<file path="src/rtl/hamming_pkg.sv">
// rtl/hamming_pkg.sv - Hamming(7,4) bit layout, encode/syndrome helpers, FSM states
// Purpose: shared definitions for the codeword FIFO and the link controller.
// Contents: bit-index localparams, read-FSM state codes, hamming_encode,
//           hamming_syndrome, syndrome classification and bit-flip helpers.
package hamming_pkg;

  localparam int CW_W = 7;
  localparam int D_W  = 4;

  // Data bit positions inside the codeword
  localparam int D0_BIT = 2;
  localparam int D1_BIT = 4;
  localparam int D2_BIT = 5;
  localparam int D3_BIT = 6;

  // Parity bit positions inside the codeword
  localparam int P0_BIT = 0;
  localparam int P1_BIT = 1;
  localparam int P2_BIT = 3;

  // Read-side FSM state codes
  localparam logic [1:0] ST_IDLE    = 2'd0;
  localparam logic [1:0] ST_DECODE  = 2'd1;
  localparam logic [1:0] ST_PRESENT = 2'd2;

  function automatic logic [CW_W-1:0] hamming_encode(input logic [D_W-1:0] d);
    logic [CW_W-1:0] cw;
    cw         = '0;
    cw[D3_BIT] = d[3];
    cw[D2_BIT] = d[2];
    cw[D1_BIT] = d[1];
    cw[D0_BIT] = d[0];
    cw[P0_BIT] = d[3] ^ d[1] ^ d[0];
    cw[P1_BIT] = d[3] ^ d[2] ^ d[0];
    cw[P2_BIT] = d[3] ^ d[2] ^ d[1];
    return cw;
  endfunction

  // A nonzero result S names codeword bit S-1 as the flipped one
  function automatic logic [2:0] hamming_syndrome(input logic [CW_W-1:0] cw);
    return {cw[P2_BIT] ^ cw[D3_BIT] ^ cw[D2_BIT] ^ cw[D1_BIT],
            cw[P1_BIT] ^ cw[D3_BIT] ^ cw[D2_BIT] ^ cw[D0_BIT],
            cw[P0_BIT] ^ cw[D3_BIT] ^ cw[D1_BIT] ^ cw[D0_BIT]};
  endfunction

  // Syndromes 3,5,6,7 point at c2,c4,c5,c6 (data bits)
  function automatic logic syn_hits_data(input logic [2:0] s);
    return (s == 3'd3) || (s == 3'd5) || (s == 3'd6) || (s == 3'd7);
  endfunction

  // Syndromes 1,2,4 point at c0,c1,c3 (parity bits)
  function automatic logic syn_hits_parity(input logic [2:0] s);
    return (s == 3'd1) || (s == 3'd2) || (s == 3'd4);
  endfunction

  // Flip bit pos-1; pos 0 leaves the word untouched
  function automatic logic [CW_W-1:0] flip_bit(input logic [CW_W-1:0] cw, input logic [2:0] pos);
    if (pos == 3'd0) return cw;
    return cw ^ (7'd1 << (pos - 3'd1));
  endfunction

  function automatic logic [D_W-1:0] cw_data(input logic [CW_W-1:0] cw);
    return {cw[D3_BIT], cw[D2_BIT], cw[D1_BIT], cw[D0_BIT]};
  endfunction

endpackage

</file>
<file path="src/rtl/hamming_link_ctrl_if.sv">
// rtl/hamming_link_ctrl_if.sv - upstream/downstream handshake bundle of the Hamming link
// Purpose: groups the input beat channel and the decoded output channel.
// Modports: master = traffic source/sink side, slave = hamming_link_ctrl side.
interface hamming_link_ctrl_if;

  logic       in_valid;
  logic       in_ready;
  logic [3:0] in_data;
  logic [2:0] inj_pos;

  logic       out_valid;
  logic       out_ready;
  logic [3:0] out_data;
  logic [3:0] out_raw;
  logic [2:0] out_syndrome;
  logic       out_corrected;
  logic       out_parity_err;

  modport master (
    output in_valid, in_data, inj_pos, out_ready,
    input  in_ready, out_valid, out_data, out_raw, out_syndrome,
           out_corrected, out_parity_err
  );

  modport slave (
    input  in_valid, in_data, inj_pos, out_ready,
    output in_ready, out_valid, out_data, out_raw, out_syndrome,
           out_corrected, out_parity_err
  );

endinterface

</file>
<file path="src/rtl/hamming_cw_fifo.sv">
// rtl/hamming_cw_fifo.sv - DEPTH-deep synchronous codeword FIFO
// Purpose: buffers encoded codewords between the write side and the read FSM.
// Ports: clk, rst (sync active-high), push/wdata, pop/rdata (head, combinational),
//        full, empty, fill (occupancy).
module hamming_cw_fifo #(
  parameter int DEPTH = 4,
  parameter int W     = 7
) (
  input  logic                   clk,
  input  logic                   rst,
  input  logic                   push,
  input  logic [W-1:0]           wdata,
  input  logic                   pop,
  output logic [W-1:0]           rdata,
  output logic                   full,
  output logic                   empty,
  output logic [$clog2(DEPTH):0] fill
);

  localparam int AW = $clog2(DEPTH);

  logic [W-1:0]  mem [DEPTH];
  logic [AW-1:0] wr_ptr;
  logic [AW-1:0] rd_ptr;

  // DEPTH is a power of two, so pointers wrap by plain overflow
  always_ff @(posedge clk) begin
    if (rst) begin
      wr_ptr <= '0;
      rd_ptr <= '0;
      fill   <= '0;
    end else begin
      if (push) wr_ptr <= wr_ptr + AW'(1);
      if (pop)  rd_ptr <= rd_ptr + AW'(1);
      case ({push, pop})
        2'b10:   fill <= fill + (AW+1)'(1);
        2'b01:   fill <= fill - (AW+1)'(1);
        default: fill <= fill;
      endcase
    end
  end

  always_ff @(posedge clk) begin
    if (push) mem[wr_ptr] <= wdata;
  end

  assign rdata = mem[rd_ptr];
  assign full  = (fill == (AW+1)'(DEPTH));
  assign empty = (fill == '0);

endmodule

</file>
<file path="src/rtl/hamming_link_ctrl.sv">
// rtl/hamming_link_ctrl.sv - flow-controlled Hamming(7,4) encode/buffer/decode link
// Purpose: encodes accepted nibbles (with optional injected fault), queues the
//          codewords, decodes/corrects one at a time and presents them downstream.
// Ports: clk, rst (sync active-high), link (slave modport: in_* beat channel,
//        out_* decoded channel), clr_stats, err_cnt (saturating), fill.
module hamming_link_ctrl
  import hamming_pkg::*;
#(
  parameter int DEPTH = 4,
  parameter int CNT_W = 8
) (
  input  logic                   clk,
  input  logic                   rst,
  hamming_link_ctrl_if.slave     link,
  input  logic                   clr_stats,
  output logic [CNT_W-1:0]       err_cnt,
  output logic [$clog2(DEPTH):0] fill
);

  logic [1:0]      state;
  logic [CW_W-1:0] cw_reg;
  logic [CW_W-1:0] head;
  logic [CW_W-1:0] wr_cw;
  logic            full;
  logic            empty;
  logic            push;
  logic            pop;
  logic            out_hs;
  logic [2:0]      syn;

  logic            out_valid_q;
  logic [3:0]      out_data_q;
  logic [3:0]      out_raw_q;
  logic [2:0]      out_syn_q;
  logic            out_corr_q;
  logic            out_perr_q;

  // in_ready is held low during reset so nothing is accepted into a clearing FIFO
  assign link.in_ready = !full && !rst;
  assign push          = link.in_valid && link.in_ready;
  assign wr_cw         = flip_bit(hamming_encode(link.in_data), link.inj_pos);

  assign out_hs = out_valid_q && link.out_ready;
  assign pop    = !empty && ((state == ST_IDLE) || (state == ST_PRESENT && out_hs));
  assign syn    = hamming_syndrome(cw_reg);

  hamming_cw_fifo #(
    .DEPTH (DEPTH),
    .W     (CW_W)
  ) u_fifo (
    .clk   (clk),
    .rst   (rst),
    .push  (push),
    .wdata (wr_cw),
    .pop   (pop),
    .rdata (head),
    .full  (full),
    .empty (empty),
    .fill  (fill)
  );

  always_ff @(posedge clk) begin
    if (rst) begin
      state       <= ST_IDLE;
      cw_reg      <= '0;
      out_valid_q <= 1'b0;
      out_data_q  <= '0;
      out_raw_q   <= '0;
      out_syn_q   <= '0;
      out_corr_q  <= 1'b0;
      out_perr_q  <= 1'b0;
    end else begin
      case (state)
        ST_IDLE: begin
          if (!empty) begin
            cw_reg <= head;
            state  <= ST_DECODE;
          end
        end
        ST_DECODE: begin
          out_raw_q   <= cw_data(cw_reg);
          // Only data-bit syndromes are flipped back; parity hits leave data as-is
          out_data_q  <= syn_hits_data(syn) ? cw_data(flip_bit(cw_reg, syn)) : cw_data(cw_reg);
          out_syn_q   <= syn;
          out_corr_q  <= syn_hits_data(syn);
          out_perr_q  <= syn_hits_parity(syn);
          out_valid_q <= 1'b1;
          state       <= ST_PRESENT;
        end
        ST_PRESENT: begin
          if (link.out_ready) begin
            out_valid_q <= 1'b0;
            if (!empty) begin
              cw_reg <= head;
              state  <= ST_DECODE;
            end else begin
              state  <= ST_IDLE;
            end
          end
        end
        default: state <= ST_IDLE;
      endcase
    end
  end

  // clr_stats wins over a same-cycle increment
  always_ff @(posedge clk) begin
    if (rst || clr_stats) begin
      err_cnt <= '0;
    end else if (out_hs && (out_syn_q != 3'd0) && (err_cnt != {CNT_W{1'b1}})) begin
      err_cnt <= err_cnt + CNT_W'(1);
    end
  end

  assign link.out_valid      = out_valid_q;
  assign link.out_data       = out_data_q;
  assign link.out_raw        = out_raw_q;
  assign link.out_syndrome   = out_syn_q;
  assign link.out_corrected  = out_corr_q;
  assign link.out_parity_err = out_perr_q;

endmodule

</file>
<file path="src/flat_wrapper.sv">
// flat-port wrapper written by rule: the top's interface ports become plain ports
module hamming_link_ctrl_flat import hamming_pkg::*;
#(
  parameter int DEPTH = 4,
  parameter int CNT_W = 8
)
  (clk, rst, clr_stats, err_cnt, fill, link_in_valid, link_in_data, link_inj_pos, link_out_ready, link_in_ready, link_out_valid, link_out_data, link_out_raw, link_out_syndrome, link_out_corrected, link_out_parity_err);
  hamming_link_ctrl_if link_i ();
  input  logic clk;
  input  logic rst;
  input  logic clr_stats;
  output logic [CNT_W-1:0] err_cnt;
  output logic [$clog2(DEPTH):0] fill;
  input wire logic [$bits(link_i.in_valid)-1:0] link_in_valid;
  input wire logic [$bits(link_i.in_data)-1:0] link_in_data;
  input wire logic [$bits(link_i.inj_pos)-1:0] link_inj_pos;
  input wire logic [$bits(link_i.out_ready)-1:0] link_out_ready;
  output wire logic [$bits(link_i.in_ready)-1:0] link_in_ready;
  output wire logic [$bits(link_i.out_valid)-1:0] link_out_valid;
  output wire logic [$bits(link_i.out_data)-1:0] link_out_data;
  output wire logic [$bits(link_i.out_raw)-1:0] link_out_raw;
  output wire logic [$bits(link_i.out_syndrome)-1:0] link_out_syndrome;
  output wire logic [$bits(link_i.out_corrected)-1:0] link_out_corrected;
  output wire logic [$bits(link_i.out_parity_err)-1:0] link_out_parity_err;
  assign link_i.in_valid = link_in_valid;
  assign link_i.in_data = link_in_data;
  assign link_i.inj_pos = link_inj_pos;
  assign link_i.out_ready = link_out_ready;
  assign link_in_ready = link_i.in_ready;
  assign link_out_valid = link_i.out_valid;
  assign link_out_data = link_i.out_data;
  assign link_out_raw = link_i.out_raw;
  assign link_out_syndrome = link_i.out_syndrome;
  assign link_out_corrected = link_i.out_corrected;
  assign link_out_parity_err = link_i.out_parity_err;
  hamming_link_ctrl #(.DEPTH(DEPTH), .CNT_W(CNT_W)) u_core (.clk(clk), .rst(rst), .link(link_i), .clr_stats(clr_stats), .err_cnt(err_cnt), .fill(fill));
endmodule
</file>
<file path="config.mk">
export PLATFORM = sky130hd
export DESIGN_NAME = hamming_link_ctrl_flat
export DESIGN_NICKNAME = d
export VERILOG_FILES = /design/src/rtl/hamming_pkg.sv /design/src/rtl/hamming_link_ctrl_if.sv /design/src/rtl/hamming_cw_fifo.sv /design/src/rtl/hamming_link_ctrl.sv /design/src/flat_wrapper.sv
export SDC_FILE = /design/constraint.sdc
export NUM_CORES = 1
export LEC_CHECK = 0
export BUFFER_PORTS_ARGS = -buffer_cell sky130_fd_sc_hd__buf_2
export CORE_ASPECT_RATIO = 1.4
export CORE_MARGIN = 2
export CORE_UTILIZATION = 50
export DETAILED_ROUTE_END_ITERATION = 8
export HOLD_SLACK_MARGIN = 0.08
export PLACE_DENSITY = 0.81
export SETUP_SLACK_MARGIN = 0.15
export SKIP_CTS_REPAIR_TIMING = 1
export SLEW_MARGIN = 5
export SYNTH_ARGS = -nofsm -noshare
export SYNTH_HDL_FRONTEND = slang
export SYNTH_SLANG_ARGS = --single-unit
</file>
<file path="constraint.sdc">
create_clock -name clk -period 6.55 [get_ports clk]
set_input_delay 0.3275 -clock clk [delete_from_list [all_inputs] [get_ports clk]]
set_output_delay 0.3275 -clock clk [all_outputs]
set_load 0.005 [all_outputs]
</file>
==> reports/results.ini, run 1 <==
[synth]
synth_ff_type=dfxtp_1
yosys_warnings=0
yosysSeqAreaShare=0.506
synth_most_common_cell=dfxtp_1
synth-seq-cells=68
netlist_area_sq_um=3250
synth_async_sr_flop_share=0
yosys.area.top_type_share=0.259
synth.distinct_cells=54
synth_edf_count=28
synth.avg_cell_area_sq_um=11.4
ys_top_cells_by_area=edfxtp_1 26%, dfxtp_1 25%, xnor2_1 7.6%
yosys-top-cells-count=40 x dfxtp_1, 34 x nor2_1, 28 x edfxtp_1, 28 x xnor2_1, 14 x nand2_1
synthCells=285
syn_nets=304
synth.largest_area_cell=edfxtp_1

[sta]
fmax_mhz=424
rsz0062_at_grt=no
post-route-period-util=0.360
tightestPinTransition_ns=0.705
drv_slew=0
fin_ws_ns=4.19
period_needed_ns=2.36
hold_viol=0
setup_viol=0
slew_headroom=0.528
clock_skew_ns=0.00624
setup_tns_ns=0

[cts]
tritoncts=yes
clock_sinks=68
insertion_delay_ns=0.34
clk_pin_slew_ns=0.07
h-tree-depth=3
root_buffer=clkbuf_8
clock_path_buffers=2
cts_buffers=9

[route]
dr.pass1.iters=4
drt_wl_total_um=5620
vias_per_cell=5.52
route.detailed.drc=0
drt_iter0_markers=107
ant_nets=0
post_drt_wl_per_cell_um=14.2
dr_total_vias=2185

[critical_path]
r2r.worst_path.cells=8
critPathRequiredTime_ns=6.82
timing.rr.end=u_core.u_fifo.fill[2]$_SDFFE_PP0P_
cp.arrival_ns=2.63
r2r_slack_ns=4.19
path_class=flip-flop to flip-flop
critPathMaxFanout=8
cp_slowest_stage_delay_ns=0.46
endpoint_kind=flip-flop
crit_chain=nor2_1, a211oi_2, inv_1, ha_1, fa_1, xnor2_1, or3_1, a21oi_1
r2r_start=u_core.u_fifo.fill[0]$_SDFFE_PP0P_
critPathSlowestCell=a211oi_2
worstSetupStartpointType=flip-flop

[floorplanning]
die_y_um=99.3
die_x_um=72.1
rows=34
die_area_sq_um=7160
core_area_sq_um=6250
io_pins=38
initial_utilization=0.519

[global_routing]
grt_use_total=0.175
grt_max_degree=39
grt_pass1_wl_um=9650
grt_pass1_vias=2121
antenna_found_initial=0
overflow=0

[final_layout]
nets=338
diodes=0
layout-drive-gt1-share=0.216
finish.utilization=0.589
area_growth_syn_to_layout_pct=13.5
finalInstanceArea_sq_um=3690
largest_register_ff_count=28

[pwr]
p_leak_nw=1.35
peakVddDrop_mv=0.184
p_per_area_nw_per_um2=416

[placed_design]
place_hpwl_um=3810
gp_congestion=0.774
place_ws_ns=4.03
placed_cell_area_sq_um=3460
port_buffers=37

[job]
cap_violations=0

[min_path]
hold_path_end=u_core.err_cnt[3]$_SDFFE_PP0P_
min_from=clr_stats
min_path_type=input pin to flip-flop
min_path_cells=3

[status]
run_status=finished clean

## kinds of logic (layout without fill, tap and decap cells)
logic type | Yosys count | in the layout | share of synthesized area
adder cells (fa/ha/maj) | 7 | 7 | 0.0293
buffers and inverters | 21 | 60 | 0.0297
AO/OA/AOI/OAI | 37 | 37 | 0.0925
AND/OR/NAND/NOR | 97 | 97 | 0.157
multiplexers | 16 | 16 | 0.0763
flip-flops | 68 | 68 | 0.506
XOR/XNOR | 39 | 39 | 0.110
## how the worst max path moves through the flow
stage / from / endpoint / slack, ns / depth (start not counted)
5_1_grt: u_core.u_fifo.fill[0]$_SDFFE_PP0P_ / u_core.u_fifo.fill[2]$_SDFFE_PP0P_ / 3.99 / 8
3_3_place_gp: rst / u_core.u_fifo.fill[2]$_SDFFE_PP0P_ / 4.12 / 8
2_1_floorplan: u_core.u_fifo.fill[0]$_SDFFE_PP0P_ / u_core.u_fifo.fill[2]$_SDFFE_PP0P_ / 4.36 / 8
3_5_place_dp: rst / u_core.u_fifo.fill[2]$_SDFFE_PP0P_ / 4.03 / 8
4_1_cts: u_core.u_fifo.fill[0]$_SDFFE_PP0P_ / u_core.u_fifo.fill[2]$_SDFFE_PP0P_ / 4.16 / 8
6_report: u_core.u_fifo.fill[0]$_SDFFE_PP0P_ / u_core.u_fifo.fill[2]$_SDFFE_PP0P_ / 4.19 / 8
## layer usage
layer	GRT usage	wire, um	vias up
met3	0.0456	186	12
met4	0.0987	130	0
met5	0	0	-
li1	-	-	1096
met2	0.296	2850	36
met1	0.196	2450	1041
## layout make-up
class	count	area, sq um
fill	515	2570
sequential	68	1640
tap	72	90.1
clock buffer	15	223
timing repair buffer	38	193
multi-input combinational	196	1510
clock inverter	1	7.51
inverter	6	22.5
## worst max-delay path: cells and delay by family, from the launching register on
kind	cells	cell delay, ns
buffers and inverters	1	0.09
XOR/XNOR	1	0.14
flip-flops	1	0.44
adder cells (fa/ha/maj)	2	0.61
AND/OR/NAND/NOR	2	0.40
AO/OA/AOI/OAI	2	0.60
## where the power goes
| part | internal [mW] | switching [mW] |
|---|---|---|
| clock network | 0.219 | 0.156 |
| logic | 0.260 | 0.274 |
| registers | 0.519 | 0.104 |
## per-stage QoR
stage	cells	total power, mW	hold slack (ns)
finish	396	1.53	0.351
global route	396	1.64	0.360
CTS	396	1.55	0.338
detailed placement	380	1.17	0.445
global placement	380	1.15	0.439
floorplan	285	1.05	0.453
## placed cells by master, fill, tap and decap left out, types with 2 or more instances in the layout
cell type  instances
a211oi_1           6
a21oi_1           13
and2_1             4
and3_1             3
buf_2             37
clkbuf_16          2
clkbuf_8          12
dfxtp_1           40
edfxtp_1          28
ha_1               6
inv_1              6
mux2i_1            9
mux4_2             7
nand2_1           14
nand3_1            8
nand3b_1           3
nor2_1            34
nor2b_1            2
nor3_1             6
nor3b_1            7
nor4_1             2
o2111ai_1          2
o21ai_0            3
or3_1              2
or3b_1             2
xnor2_1           28
xnor2_2            2
xor2_1             9
(Power assumes the default switching activity.)
==> run 2, diff against run 1 <==
- PLACE_DENSITY: 0.81 -> 0.84
- clock period: 6.55 -> 2.1 ns (I/O delays scaled with it)
==> reports/results.ini, run 2 (synthesis gave the netlist of run 1 again) <==
[global_routing]
grt_use_total=0.178  ; was 0.175
overflow=0  ; unchanged
grt_pass1_vias=2168  ; was 2121
grt_max_degree=37  ; was 39
antenna_found_initial=0  ; unchanged
grt_pass1_wl_um=9800  ; was 9650 um

[final_layout]
area_growth_syn_to_layout_pct=16.3  ; was 13.5%
final_cell_mix=38 x dfxtp_1, 37 x buf_2, 33 x nor2_1, 28 x xnor2_1, 28 x edfxtp_1  ; was 40 x dfxtp_1, 37 x buf_2, 34 x nor2_1, 28 x xnor2_1, 28 x edfxtp_1
layout-drive-gt1-share=0.258  ; was 0.216
regArea_sq_um=1650  ; was 1640 sq um
nets=344  ; was 338
diodes=0  ; unchanged
final_common_cell=dfxtp_1  ; unchanged
nFillCells=494  ; was 515
finish.utilization=0.604  ; was 0.589
largest_register_ff_count=28  ; unchanged
multiInputGateArea_sq_um=1550  ; was 1510 sq um

[sta]
tightestPinTransition_ns=0.533  ; was 0.705 ns
post-route-period-util=0.947  ; was 0.360
setup_viol=0  ; unchanged
clock_skew_ns=0.0104  ; was 0.00624 ns
drv_slew=0  ; unchanged
setup_tns_ns=0  ; unchanged
hold_ws_ns=0.119  ; was 0.351 ns
fmax_mhz=503  ; was 424 MHz
hold_viol=0  ; unchanged
period_needed_ns=1.99  ; was 2.36 ns
rsz0062_at_grt=yes  ; was no
slew_headroom=0.644  ; was 0.528

[min_path]
min_from=clr_stats  ; unchanged
hold_path_end=u_core.err_cnt[4]$_SDFFE_PP0P_  ; was u_core.err_cnt[3]$_SDFFE_PP0P_
min_path_cells=3  ; unchanged
min_path_type=input pin to flip-flop  ; unchanged

[pwr]
clockPowerShare=0.243  ; was 0.245
internal_power_mw=3.19  ; was 0.999 mW
p_leak_nw=1.39  ; was 1.35 nW
seqPwrFrac=0.392  ; was 0.407
p_total_mw=4.96  ; was 1.53 mW
p_switching_mw=1.76  ; was 0.534 mW
switching_share=0.356  ; was 0.348
p_per_area_nw_per_um2=1310  ; was 416 nW/um^2
p_comb_frac=0.365  ; was 0.348
peakVddDrop_mv=0.473  ; was 0.184 mV

[job]
cap_violations=0  ; unchanged

[status]
run_status=finished clean  ; unchanged

[critical_path]
crit_family=adder cells  ; unchanged
endpoint_kind=flip-flop  ; unchanged
crit_chain=nor2_2, a211oi_4, inv_1, ha_2, fa_2, xnor2_1, or3_1, a21oi_2  ; was nor2_1, a211oi_2, inv_1, ha_1, fa_1, xnor2_1, or3_1, a21oi_1
critPathBufInv=1  ; unchanged
critPathRequiredTime_ns=2.39  ; was 6.82 ns
path_class=flip-flop to flip-flop  ; unchanged
worstSetupStartpointType=flip-flop  ; unchanged
r2r.worst_path.cells=8  ; unchanged
timing.rr.end=u_core.u_fifo.fill[2]$_SDFFE_PP0P_  ; unchanged
r2r_start=u_core.u_fifo.fill[0]$_SDFFE_PP0P_  ; unchanged
critPathSlowestCell=dfxtp_4  ; was a211oi_2
r2r_slack_ns=0.11  ; was 4.19 ns
cp_slowest_stage_delay_ns=0.40  ; was 0.46 ns
cp.arrival_ns=2.27  ; was 2.63 ns
critPathMaxFanout=5  ; was 8

[floorplanning]
core_area_sq_um=6250  ; unchanged
io_pins=38  ; unchanged
rows=34  ; unchanged
die_x_um=72.1  ; unchanged
die_y_um=99.3  ; unchanged
die_area_sq_um=7160  ; unchanged
initial_utilization=0.519  ; unchanged

[route]
route.detailed.drc=0  ; unchanged
vias_per_cell=5.58  ; was 5.52
dr.pass1.iters=4  ; unchanged
drt_iter0_markers=114  ; was 107
drt_wl_total_um=5780  ; was 5620 um
post_drt_wl_per_cell_um=14.4  ; was 14.2 um
ant_nets=0  ; unchanged
dr_total_vias=2242  ; was 2185

[cts]
clock_path_buffers=2  ; unchanged
h-tree-depth=3  ; unchanged
clk_pin_slew_ns=0.08  ; was 0.07 ns
clock_sinks=68  ; unchanged
insertion_delay_ns=0.35  ; was 0.34 ns
root_buffer=clkbuf_8  ; unchanged
tritoncts=yes  ; unchanged
cts_buffers=9  ; unchanged

[placed_design]
port_buffers=37  ; unchanged
gp_congestion=0.768  ; was 0.774
place_hpwl_um=4230  ; was 3810 um

[run 2: layout make-up]
cell class	instances	area share
clock buffer	9	0.0328
clock inverter	7	0.0265
inverter	6	0.00596
multi-input combinational	196	0.411
sequential	68	0.437
tap	72	0.0238
timing repair buffer	44	0.0629
[run 2: worst max path at each step]
| stage | startpoint | cells past startpoint | end |
|---|---|---|---|
| after global routing | u_core.u_fifo.fill[0]$_SDFFE_PP0P_ | 8 | u_core.u_fifo.fill[2]$_SDFFE_PP0P_ |
| after CTS | u_core.u_fifo.fill[2]$_SDFFE_PP0P_ | 7 | u_core.u_fifo.fill[2]$_SDFFE_PP0P_ |
| after global placement | u_core.u_fifo.fill[2]$_SDFFE_PP0P_ | 7 | u_core.u_fifo.fill[2]$_SDFFE_PP0P_ |
| after detailed placement | u_core.u_fifo.fill[2]$_SDFFE_PP0P_ | 7 | u_core.u_fifo.fill[2]$_SDFFE_PP0P_ |
| after floorplan | u_core.u_fifo.fill[0]$_SDFFE_PP0P_ | 8 | u_core.u_fifo.fill[2]$_SDFFE_PP0P_ |
| final | u_core.u_fifo.fill[0]$_SDFFE_PP0P_ | 8 | u_core.u_fifo.fill[2]$_SDFFE_PP0P_ |
[run 2: layer usage]
| metal | vias to the layer above | routed length (um) | global-route usage | part of all wire |
|---|---|---|---|---|
| li1 | 1112 | - | - | - |
| met1 | 1063 | 2300 | 0.196 | 0.40 |
| met2 | 55 | 3090 | 0.305 | 0.54 |
| met3 | 12 | 213 | 0.0375 | 0.037 |
| met4 | 0 | 175 | 0.115 | 0.030 |
| met5 | - | 0 | 0 | 0 |
[run 2: worst reg2reg max path, cell delays in order (launching register included)]
cell and delay (ns):
dfxtp_4 0.40, nor2_2 0.07, a211oi_4 0.22, inv_1 0.07
ha_2 0.21, fa_2 0.34, xnor2_1 0.13, or3_1 0.34
a21oi_2 0.14
[run 2: metrics by stage]
step | setup WS (ns) | std cells | cell area [sq um]
after global routing | 0.0168 | 402 | 3780
after floorplan | 0.164 | 285 | 3270
final | 0.111 | 402 | 3780
after global placement | 0.152 | 386 | 3530
after CTS | 0.0421 | 402 | 3750
after detailed placement | 0.0619 | 386 | 3530
[run 2: power by group through the flow]
stage	registers, mW	clock network, mW	logic, mW
floorplan	1.82	0	1.50
global placement	1.95	0	1.71
detailed placement	1.96	0	1.78
CTS	1.93	1.22	1.79
global route	1.98	1.28	2.04
finish	1.94	1.20	1.81
==> run 3, diff against run 2 <==
- CORE_UTILIZATION: 50 -> 52
- PLACE_DENSITY: 0.84 -> 0.86
==> reports/results.ini, run 3 (synthesis gave the netlist of run 1 again) <==
[status]
run_status=finished clean  ; unchanged

[critical_path]
cp-endpoint=u_core.u_fifo.fill[2]$_SDFFE_PP0P_  ; unchanged
crit_start=u_core.u_fifo.fill[0]$_SDFFE_PP0P_  ; unchanged
critPathRequiredTime_ns=2.37  ; was 2.39 ns
cp.arrival_ns=2.18  ; was 2.27 ns
r2r_start=u_core.u_fifo.fill[0]$_SDFFE_PP0P_  ; unchanged
path_class=flip-flop to flip-flop  ; unchanged
endpoint_kind=flip-flop  ; unchanged
worstSetupStartpointType=flip-flop  ; unchanged
critPathMaxFanout=4  ; was 5
timing.rr.end=u_core.u_fifo.fill[2]$_SDFFE_PP0P_  ; unchanged
r2r_slack_ns=0.18  ; was 0.11 ns
r2r.worst_path.cells=8  ; unchanged

[global_routing]
grt_max_degree=37  ; unchanged
overflow=0  ; unchanged
grt_pass1_vias=2215  ; was 2168
grt_use_total=0.182  ; was 0.178
antenna_found_initial=0  ; unchanged
grt_pass1_wl_um=9960  ; was 9800 um

[route]
routed-wl-met3_um=260  ; was 213 um
drt_wl_total_um=5860  ; was 5780 um
dr.pass1.iters=4  ; unchanged
drt_iter0_markers=90  ; was 114
vias_per_cell=5.56  ; was 5.58
route.detailed.drc=0  ; unchanged
dr_total_vias=2246  ; was 2242
routed.top_layer=met4  ; unchanged
wl_met1_um=2270  ; was 2300 um
dr_wl_met2_um=3240  ; was 3090 um
post_drt_wl_per_cell_um=14.5  ; was 14.4 um
ant_nets=0  ; unchanged

[sta]
clock_skew_ns=0.00825  ; was 0.0104 ns
hold_viol=0  ; unchanged
fmax_mhz=522  ; was 503 MHz
post-route-period-util=0.913  ; was 0.947
rsz0062_at_grt=yes  ; unchanged
setup_viol=0  ; unchanged
slew_headroom=0.651  ; was 0.644
tightestPinTransition_ns=0.522  ; was 0.533 ns
period_needed_ns=1.92  ; was 1.99 ns
setup_tns_ns=0  ; unchanged
drv_slew=0  ; unchanged

[floorplanning]
rows=34  ; unchanged
die_area_sq_um=6900  ; was 7160 sq um
core_area_sq_um=6130  ; was 6250 sq um
die_y_um=97.5  ; was 99.3 um
io_pins=38  ; unchanged
die_x_um=70.8  ; was 72.1 um
initial_utilization=0.530  ; was 0.519

[placed_design]
placed_cell_area_sq_um=3520  ; was 3530 sq um
placedCellCount=385  ; was 386
gp_congestion=0.810  ; was 0.768
port_buffers=37  ; unchanged
place_hpwl_um=4370  ; was 4230 um

[pwr]
internal_power_mw=3.06  ; was 3.19 mW
peakVddDrop_mv=0.499  ; was 0.473 mV
p_switching_mw=1.71  ; was 1.76 mW
seqPwrFrac=0.406  ; was 0.392
switching_share=0.359  ; was 0.356
clockPowerShare=0.210  ; was 0.243
p_per_area_nw_per_um2=1270  ; was 1310 nW/um^2
p_comb_frac=0.383  ; was 0.365
p_leak_nw=1.38  ; was 1.39 nW

[cts]
cts_buffers=9  ; unchanged
tritoncts=yes  ; unchanged
clk_pin_slew_ns=0.07  ; was 0.08 ns
clock_path_buffers=2  ; unchanged
root_buffer=clkbuf_8  ; unchanged
clock_sinks=68  ; unchanged
h-tree-depth=3  ; unchanged
insertion_delay_ns=0.34  ; was 0.35 ns

[min_path]
min_path_type=input pin to flip-flop  ; unchanged

[final_layout]
final_common_cell=dfxtp_1  ; unchanged
finalInstanceArea_sq_um=3740  ; was 3780 sq um
final_cell_mix=38 x dfxtp_1, 37 x buf_2, 33 x nor2_1, 28 x xnor2_1, 28 x edfxtp_1  ; unchanged
area_growth_syn_to_layout_pct=15.3  ; was 16.3%
instances_no_fill=404  ; was 402
largest_register_ff_count=28  ; unchanged
finish.utilization=0.611  ; was 0.604
diodes=0  ; unchanged
layout-drive-gt1-share=0.250  ; was 0.258
nets=346  ; was 344

[job]
cap_violations=0  ; unchanged

-- run 3: metrics by stage --
stage | worst slack, ns | hold slack [ns] | power (mW)
6_report | 0.183 | 0.136 | 4.77
5_1_grt | 0.0391 | 0.151 | 5.10
4_1_cts | 0.00940 | 0.122 | 4.74
3_5_place_dp | 0.0313 | 0.446 | 3.73
3_3_place_gp | 0.156 | 0.441 | 3.64
2_1_floorplan | 0.164 | 0.291 | 3.32
-- run 3: layer usage --
metal  global-route usage  vias to the layer above
li1                     -                     1107
met5                    0                        -
met3               0.0498                       13
met2                0.325                       55
met4               0.0726                        0
met1                0.201                     1071
-- run 3: worst max-delay path, stage by stage (launching register included) --
cell      delay (ns)
dfxtp_4         0.38
nor2_2          0.06
a211oi_4        0.21
inv_1           0.07
ha_2            0.19
fa_2            0.34
xnor2_1         0.14
or3_1           0.30
a21oi_1         0.15
-- run 3: cell type report --
class                   count  area [sq um]
fillers                   503          2380
well taps                  72          90.1
clock inverters             6          56.3
flip-flops and latches     68          1650
inverters                   6          22.5
repair buffers             46           253
multi-input cells         196          1540
clock buffers              10           128
-- run 3: power by group through the flow --
stage	clock network [mW]	registers, mW	logic (mW)
after floorplan	0	1.82	1.50
after global placement	0	1.94	1.70
after detailed placement	0	1.96	1.76
after CTS	1.02	1.94	1.78
after global routing	1.08	1.98	2.04
final	1.00	1.94	1.83
-- run 3: worst min path at each step --
stage / endpoint / slack [ns] / startpoint / cells past startpoint
floorplan: u_core.state[1]$_SDFFE_PP0P_ / 0.29 / link_out_ready / 2
global placement: u_core.link.out_raw[2]$_SDFFE_PP0P_ / 0.44 / u_core.link.out_raw[2]$_SDFFE_PP0P_ / 2
detailed placement: u_core.link.out_raw[3]$_SDFFE_PP0P_ / 0.45 / u_core.link.out_raw[3]$_SDFFE_PP0P_ / 2
CTS: u_core.link.out_valid$_SDFFE_PP0P_ / 0.12 / link_out_ready / 4
global route: u_core.err_cnt[4]$_SDFFE_PP0P_ / 0.15 / clr_stats / 3
finish: u_core.err_cnt[3]$_SDFFE_PP0P_ / 0.14 / clr_stats / 3
